## src/rtl/ulpi_pkg.sv

```systemverilog
// Shared constants, register map and state encoding for the ULPI PHY responder.
// ULPI_PHY_RXCMD_EN adds the RX CMD states to the responder state enum.
package ulpi_pkg;

   localparam logic [1:0]  TX_WRITE   = 2'b10;
   localparam logic [1:0]  TX_READ    = 2'b11;

   localparam logic [15:0] VENDOR_ID  = 16'h0424;
   localparam logic [15:0] PRODUCT_ID = 16'h0009;

   localparam logic [5:0]  ADDR_VID_LO = 6'h00;
   localparam logic [5:0]  ADDR_VID_HI = 6'h01;
   localparam logic [5:0]  ADDR_PID_LO = 6'h02;
   localparam logic [5:0]  ADDR_PID_HI = 6'h03;

   localparam int NUM_REGS  = 6;
   localparam int IDX_FUNC  = 0;
   localparam int IDX_OTG   = 2;

   // Base (write) address of each register; base+1 is set, base+2 is clear.
   // Order: scratch, ie_falling, ie_rising, otg_ctrl, iface_ctrl, func_ctrl.
   localparam logic [NUM_REGS-1:0][5:0] REG_BASE =
      {6'h16, 6'h10, 6'h0D, 6'h0A, 6'h07, 6'h04};
   localparam logic [NUM_REGS-1:0][7:0] REG_RESET =
      {8'h00, 8'h1F, 8'h1F, 8'h06, 8'h00, 8'h41};

   typedef enum logic [1:0] {
      OP_WRITE = 2'd0,
      OP_SET   = 2'd1,
      OP_CLEAR = 2'd2
   } reg_op_e;

   typedef struct packed {
      logic    hit;
      logic [2:0] idx;
      reg_op_e op;
   } reg_dec_t;

   typedef enum logic [3:0] {
      S_IDLE,
      S_CMD,
      S_WDATA,
      S_WSTP,
      S_RTURN,
      S_RDATA,
      S_RTURN2
`ifdef ULPI_PHY_RXCMD_EN
      ,
      S_XTURN,
      S_XCMD,
      S_XTURN2
`endif
   } resp_state_e;

   function automatic reg_dec_t reg_decode(input logic [5:0] addr);
      reg_dec_t d;
      d.hit = 1'b0;
      d.idx = 3'd0;
      d.op  = OP_WRITE;
      for (int i = 0; i < NUM_REGS; i++) begin
         if (addr >= REG_BASE[i] && addr <= REG_BASE[i] + 6'd2) begin
            d.hit = 1'b1;
            d.idx = 3'(i);
            d.op  = reg_op_e'(2'(addr - REG_BASE[i]));
         end
      end
      return d;
   endfunction

endpackage

```

## src/rtl/ulpi_phy_regfile.sv

```systemverilog
// PHY register file: alias decode (write/set/clear), Func Ctrl reset self-clear,
// read mux including the read-only vendor/product ID bytes.
module ulpi_phy_regfile
   import ulpi_pkg::*;
(
   input  logic       clk,
   input  logic       rst,
   input  logic       wr_en,
   input  logic [5:0] wr_addr,
   input  logic [7:0] wr_data,
   input  logic [5:0] rd_addr,
   output logic [7:0] rd_data,
   output logic [7:0] func_ctrl,
   output logic [7:0] otg_ctrl
);

   logic [NUM_REGS-1:0][7:0] regs_q;
   reg_dec_t   wdec;
   reg_dec_t   rdec;
   logic [7:0] wr_val;

   always_comb begin
      wdec   = reg_decode(wr_addr);
      wr_val = wr_data;
      case (wdec.op)
         OP_SET:   wr_val = regs_q[wdec.idx] | wr_data;
         OP_CLEAR: wr_val = regs_q[wdec.idx] & ~wr_data;
         default:  wr_val = wr_data;
      endcase
   end

   // Func Ctrl bit 5 is a pulse: cleared every cycle unless written this edge.
   always_ff @(posedge clk or posedge rst) begin
      if (rst) begin
         regs_q <= REG_RESET;
      end else begin
         regs_q[IDX_FUNC][5] <= 1'b0;
         if (wr_en && wdec.hit)
            regs_q[wdec.idx] <= wr_val;
      end
   end

   always_comb begin
      rdec = reg_decode(rd_addr);
      case (rd_addr)
         ADDR_VID_LO: rd_data = VENDOR_ID[7:0];
         ADDR_VID_HI: rd_data = VENDOR_ID[15:8];
         ADDR_PID_LO: rd_data = PRODUCT_ID[7:0];
         ADDR_PID_HI: rd_data = PRODUCT_ID[15:8];
         default:     rd_data = rdec.hit ? regs_q[rdec.idx] : 8'h00;
      endcase
   end

   assign func_ctrl = regs_q[IDX_FUNC];
   assign otg_ctrl  = regs_q[IDX_OTG];

endmodule

```

## src/rtl/ulpi_phy_responder.sv

```systemverilog
// PHY-side ULPI responder: serves register TX CMDs from ulpi_phy_regfile and,
// with ULPI_PHY_RXCMD_EN defined, reports line/VBUS changes as RX CMD bytes.
//
// state    | meaning
// S_IDLE   | waiting for TX CMD or pending RX CMD
// S_CMD    | TX CMD accepted (nxt)
// S_WDATA  | write data byte accepted (nxt)
// S_WSTP   | stp commits the write, otherwise dropped
// S_RTURN  | read turnaround, PHY takes bus
// S_RDATA  | read data on data_out
// S_RTURN2 | bus handed back to link
// S_XTURN  | RX CMD turnaround, PHY takes bus
// S_XCMD   | RX CMD byte on data_out
// S_XTURN2 | bus handed back to link
module ulpi_phy_responder
   import ulpi_pkg::*;
(
   input  logic       clk,
   input  logic       rst,
   input  logic       stp,
   input  logic [7:0] data_in,
   output logic [7:0] data_out,
   output logic       dir,
   output logic       nxt,
   input  logic [1:0] linestate,
   input  logic [1:0] vbus_state,
   output logic [7:0] func_ctrl,
   output logic [7:0] otg_ctrl
);

   resp_state_e state_q, state_d;
   logic       is_read_q, is_read_d;
   logic [5:0] addr_q, addr_d;
   logic [7:0] wdata_q, wdata_d;
   logic       dir_d, nxt_d;
   logic [7:0] data_out_d;
   logic       wr_en;
   logic [7:0] rd_data;

   ulpi_phy_regfile u_regfile (
      .clk       (clk),
      .rst       (rst),
      .wr_en     (wr_en),
      .wr_addr   (addr_q),
      .wr_data   (wdata_q),
      .rd_addr   (addr_q),
      .rd_data   (rd_data),
      .func_ctrl (func_ctrl),
      .otg_ctrl  (otg_ctrl)
   );

`ifdef ULPI_PHY_RXCMD_EN
   logic [7:0] rx_byte;
   logic [3:0] last_rep_q;
   logic       armed_q;
   logic       rx_pend;

   assign rx_byte = {4'b0000, vbus_state, linestate};
   // The first clock after reset only captures the baseline, so no RX CMD from reset.
   assign rx_pend = armed_q && (rx_byte[3:0] != last_rep_q);

   always_ff @(posedge clk or posedge rst) begin
      if (rst) begin
         armed_q    <= 1'b0;
         last_rep_q <= 4'h0;
      end else begin
         armed_q <= 1'b1;
         if (!armed_q || state_q == S_XTURN)
            last_rep_q <= rx_byte[3:0];
      end
   end
`else
   logic unused_line_inputs;
   assign unused_line_inputs = ^{linestate, vbus_state};
`endif

   always_comb begin
      state_d   = state_q;
      is_read_d = is_read_q;
      addr_d    = addr_q;
      wdata_d   = wdata_q;
      wr_en     = 1'b0;
      case (state_q)
         S_IDLE: begin
`ifdef ULPI_PHY_RXCMD_EN
            if (rx_pend) begin
               state_d = S_XTURN;
            end else
`endif
            if (data_in[7:6] == TX_WRITE || data_in[7:6] == TX_READ) begin
               state_d   = S_CMD;
               is_read_d = (data_in[7:6] == TX_READ);
               addr_d    = data_in[5:0];
            end
         end
         S_CMD:    state_d = is_read_q ? S_RTURN : S_WDATA;
         S_WDATA: begin
            wdata_d = data_in;
            state_d = S_WSTP;
         end
         S_WSTP: begin
            wr_en   = stp;
            state_d = S_IDLE;
         end
         S_RTURN:  state_d = S_RDATA;
         S_RDATA:  state_d = S_RTURN2;
         S_RTURN2: state_d = S_IDLE;
`ifdef ULPI_PHY_RXCMD_EN
         S_XTURN:  state_d = S_XCMD;
         S_XCMD:   state_d = S_XTURN2;
         S_XTURN2: state_d = S_IDLE;
`endif
         default:  state_d = S_IDLE;
      endcase

      // Outputs are decoded from the next state so they leave the flops aligned with it.
      nxt_d      = (state_d == S_CMD) || (state_d == S_WDATA);
      dir_d      = (state_d == S_RTURN) || (state_d == S_RDATA);
      data_out_d = (state_d == S_RDATA) ? rd_data : 8'h00;
`ifdef ULPI_PHY_RXCMD_EN
      if (state_d == S_XTURN || state_d == S_XCMD)
         dir_d = 1'b1;
      if (state_d == S_XCMD)
         data_out_d = rx_byte;
`endif
   end

   always_ff @(posedge clk or posedge rst) begin
      if (rst) begin
         state_q   <= S_IDLE;
         is_read_q <= 1'b0;
         addr_q    <= 6'h00;
         wdata_q   <= 8'h00;
         dir       <= 1'b0;
         nxt       <= 1'b0;
         data_out  <= 8'h00;
      end else begin
         state_q   <= state_d;
         is_read_q <= is_read_d;
         addr_q    <= addr_d;
         wdata_q   <= wdata_d;
         dir       <= dir_d;
         nxt       <= nxt_d;
         data_out  <= data_out_d;
      end
   end

endmodule

```

## config.mk

```make
export PLATFORM = sky130hd
export DESIGN_NAME = ulpi_phy_responder
export DESIGN_NICKNAME = d
export VERILOG_FILES = /design/src/rtl/ulpi_pkg.sv /design/src/rtl/ulpi_phy_regfile.sv /design/src/rtl/ulpi_phy_responder.sv
export SDC_FILE = /design/constraint.sdc
export NUM_CORES = 1
export LEC_CHECK = 0
export BUFFER_PORTS_ARGS = -buffer_cell sky130_fd_sc_hd__buf_2
export CORE_MARGIN = 5
export CORE_UTILIZATION = 55
export DETAILED_ROUTE_END_ITERATION = 8
export GPL_ROUTABILITY_DRIVEN = 0
export PLACE_DENSITY = 0.78
export SLEW_MARGIN = 10
export SYNTH_ARGS = -nofsm -noshare
export SYNTH_HDL_FRONTEND = slang
export SYNTH_SLANG_ARGS = --single-unit
export TNS_END_PERCENT = 30
```

## constraint.sdc

```tcl
create_clock -name clk -period 8.33 [get_ports clk]
set_input_delay 1.666 -clock clk [delete_from_list [all_inputs] [get_ports clk]]
set_output_delay 1.666 -clock clk [all_outputs]
set_load 0.02 [all_outputs]
```

==> qor.txt <==
Crit path kind: reg2reg
Starting Density: 0.568
Syn-to-layout area delta: 8.22%
Fillers: 660
Setup Viol. Count Final: 0
Crit share post-route: 0.519
Status: completed
Area share of the largest cell type after synthesis: 0.357
Wire per inst: 20.2 um
CP arrival: 4.50 ns
Most frequent cell after synthesis: dfrtp_1
Clock Skews: 0.00917 ns
Nets: 446
Asr flop ratio synth: 1.00
CTS buffer count: 9
Hold_ws: 0.493 ns
Vias per cell: 6.41
Worst path slowest cell: and2_1
Worst path cell trace: inv_1 > ha_1 > nand2b_1 > and2_1 > mux2i_1 > a21oi_1 > nor2_1 > or3_1 > ha_1 > a21oi_1 > nor3b_1 > a211oi_2 > a31oi_1
Syn_area_per_cell: 10.9 um2
# port buffers: 36
CTS tree: yes
Post-route DRC violation count: 0
FMAX: 232 MHz
TNS Setup: 0 ns
Skew-Pair Late Insertion Delay: 0.36 ns
Largest net degree at the start of global routing: 78
Sequential area share after synthesis: 0.441
Hold Buf Count CTS: 0
Number of I/O pins: 41
Most frequent cells after synthesis: dfrtp_1 (63), mux2_2 (46), a21oi_1 (33), nand2_1 (19), buf_4 (18)
Core area: 7770 um2
Yosys warnings: 0
Die outline width: 99.6 um
H-tree Lvls: 3
Tmin final: 4.32 ns
Largest area contributor in the netlist: dfrtp_1
Worst-Margin Slew: 1.09 ns
Gr ovfl total: 0
Leak pwr: 2.26 nW
Slew margin rel.: 0.266
Pwr/cell area: 330 nW/um2
First-pass DRT Iterations: 4
Register area: 1940 um2
Mapped cell area: 4410 um2
# Max-Cap Violations: 0
Post-synth EDFFs: 0
Min-Delay Startpoint: u_regfile.regs_q[47]
Post-CTS Resized: 0
Starting DRC count in detailed routing: 338
Bufs on Longest Clock Path: 2
Worst-path clk slew: 0.07 ns
Clk sinks: 77
# diodes: 0
Critical Path End Type: flip-flop
Via count: 3408
Root Buffer: clkbuf_8
Flops & latches, synth: 77
Antenna violations before repair: 0
Netlist cell types: 65
Multi-input gate area: 2220 um2
Die Height: 99.6 um
Setup crit start: addr_q[1]
Synth Flop Type: dfrtp_1
Layout Utilization: 0.615
GRT Overall Usage: 0.230
DP HPWL: 7130 um
Worst VDD drop: 0.000155 V
Worst reg2reg startpoint: addr_q[1]
Syn Inst Count: 406
Tot Pwr: 0.00157 W
Crit-path max FO: 19
Vias in the first global route: 3481
Std-Cell Rows: 32
First-pass GRT wire length: 17600 um
Max incr delay on CP: 0.69 ns
Layout cells sized above 1: 0.307
Critical Path Source Type: flip-flop
WL final: 10700 um
Slew Viols, Final: 0
Number of hold violations in the final report: 0
Hold Crit Class: reg2reg
Worst EP required: 8.51 ns
Setup Fix Bufs, Post-CTS: 0
ANT nets after route: 0
Top cells by area, synth: dfrtp_1 (36%), mux2_2 (12%), dfstp_2 (8.3%), a21oi_1 (3.7%), buf_4 (3.1%)
Syn Nets: 427
Die area: 9910 um2
RSZ-0062 raised after global routing: no
cells in the final DEF (no fill, tap or decap), types with 6 or more instances in the layout:
cell type	count
dfrtp_1	63
mux2_2	46
buf_2	36
a21oi_1	33
nand2_1	19
dfstp_2	14
nor2_1	12
inv_1	12
o21ai_0	11
a21o_1	11
clkbuf_8	11
nand2b_1	8
o21a_1	7
nor3_1	7
mux2i_1	7
a22oi_1	7
a31oi_1	7
and3b_1	6
nor2b_1	6
o21ai_1	6
ha_1	6
power breakdown:
| part | internal [W] | switching (W) | leakage [nW] |
|---|---|---|---|
| Sequential | 0.000426 | 0.0000893 | 0.968 |
| Clock | 0.000185 | 0.000136 | 0.110 |
| Combinational | 0.000283 | 0.000453 | 1.18 |
metal layers:
metal / track usage / share of wire / up-vias
li1: - / - / 1547
met1: 0.287 / 0.40 / 1684
met2: 0.349 / 0.47 / 137
met3: 0.0575 / 0.080 / 40
met4: 0.159 / 0.049 / 0
met5: 0 / 0 / -
cell families after synthesis:
kind of cell             after synthesis  share of synthesized area
AND/OR/NAND/NOR                       96                      0.136
adder cells (fa/ha/maj)                6                     0.0170
flip-flops                            77                      0.441
multiplexers                          56                      0.141
AO/OA/AOI/OAI                        126                      0.209
other                                  1                   0.000850
buffers and inverters                 44                     0.0553
worst max-delay path: cells and delay by family, from the launching register on:
kind | cells | cell delay, ns
AO/OA/AOI/OAI | 4 | 0.89
adder cells (fa/ha/maj) | 2 | 0.86
buffers and inverters | 1 | 0.19
flip-flops | 1 | 0.62
multiplexers | 1 | 0.17
AND/OR/NAND/NOR | 5 | 1.41
flip-flops by register name, indices dropped and copies added, names as in the netlist:
name                 count
u_regfile.regs_q        32
data_out                 8
dir                      1
u_regfile.func_ctrl      8
nxt                      1
wdata_q                  8
addr_q                   6
u_regfile.otg_ctrl       8
state_q                  4
is_read_q                1
path summary, 6_finish.rpt:
kind | to | slack (ns) | cells after the start
setup / recovery | u_regfile.regs_q[29] | 4.01 | 13
hold / removal | u_regfile.regs_q[47] | 0.49 | 2
setup reg to reg | u_regfile.regs_q[29] | 4.01 | 13
hold reg to reg | u_regfile.regs_q[47] | 0.49 | 2
max in group asynchronous | u_regfile.regs_q[29] | 6.12 | 3
min in group asynchronous | state_q[1] | 1.58 | 3
cell type report:
cell class | instances | area share
multi-input cells | 285 | 0.466
flip-flops and latches | 77 | 0.407
inverters | 13 | 0.0105
clock buffers | 13 | 0.0333
repair buffers | 39 | 0.0425
well taps | 102 | 0.0267
clock inverters | 3 | 0.0142
metrics by stage:
stage | cell area (um2) | cells | setup slack (ns)
after floorplan | 4410 | 406 | 4.72
after global placement | 4550 | 516 | 4.23
after detailed placement | 4550 | 516 | 4.14
after CTS | 4770 | 532 | 4.12
after global routing | 4770 | 532 | 3.75
final | 4770 | 532 | 4.01
(Power assumes the default switching activity.)
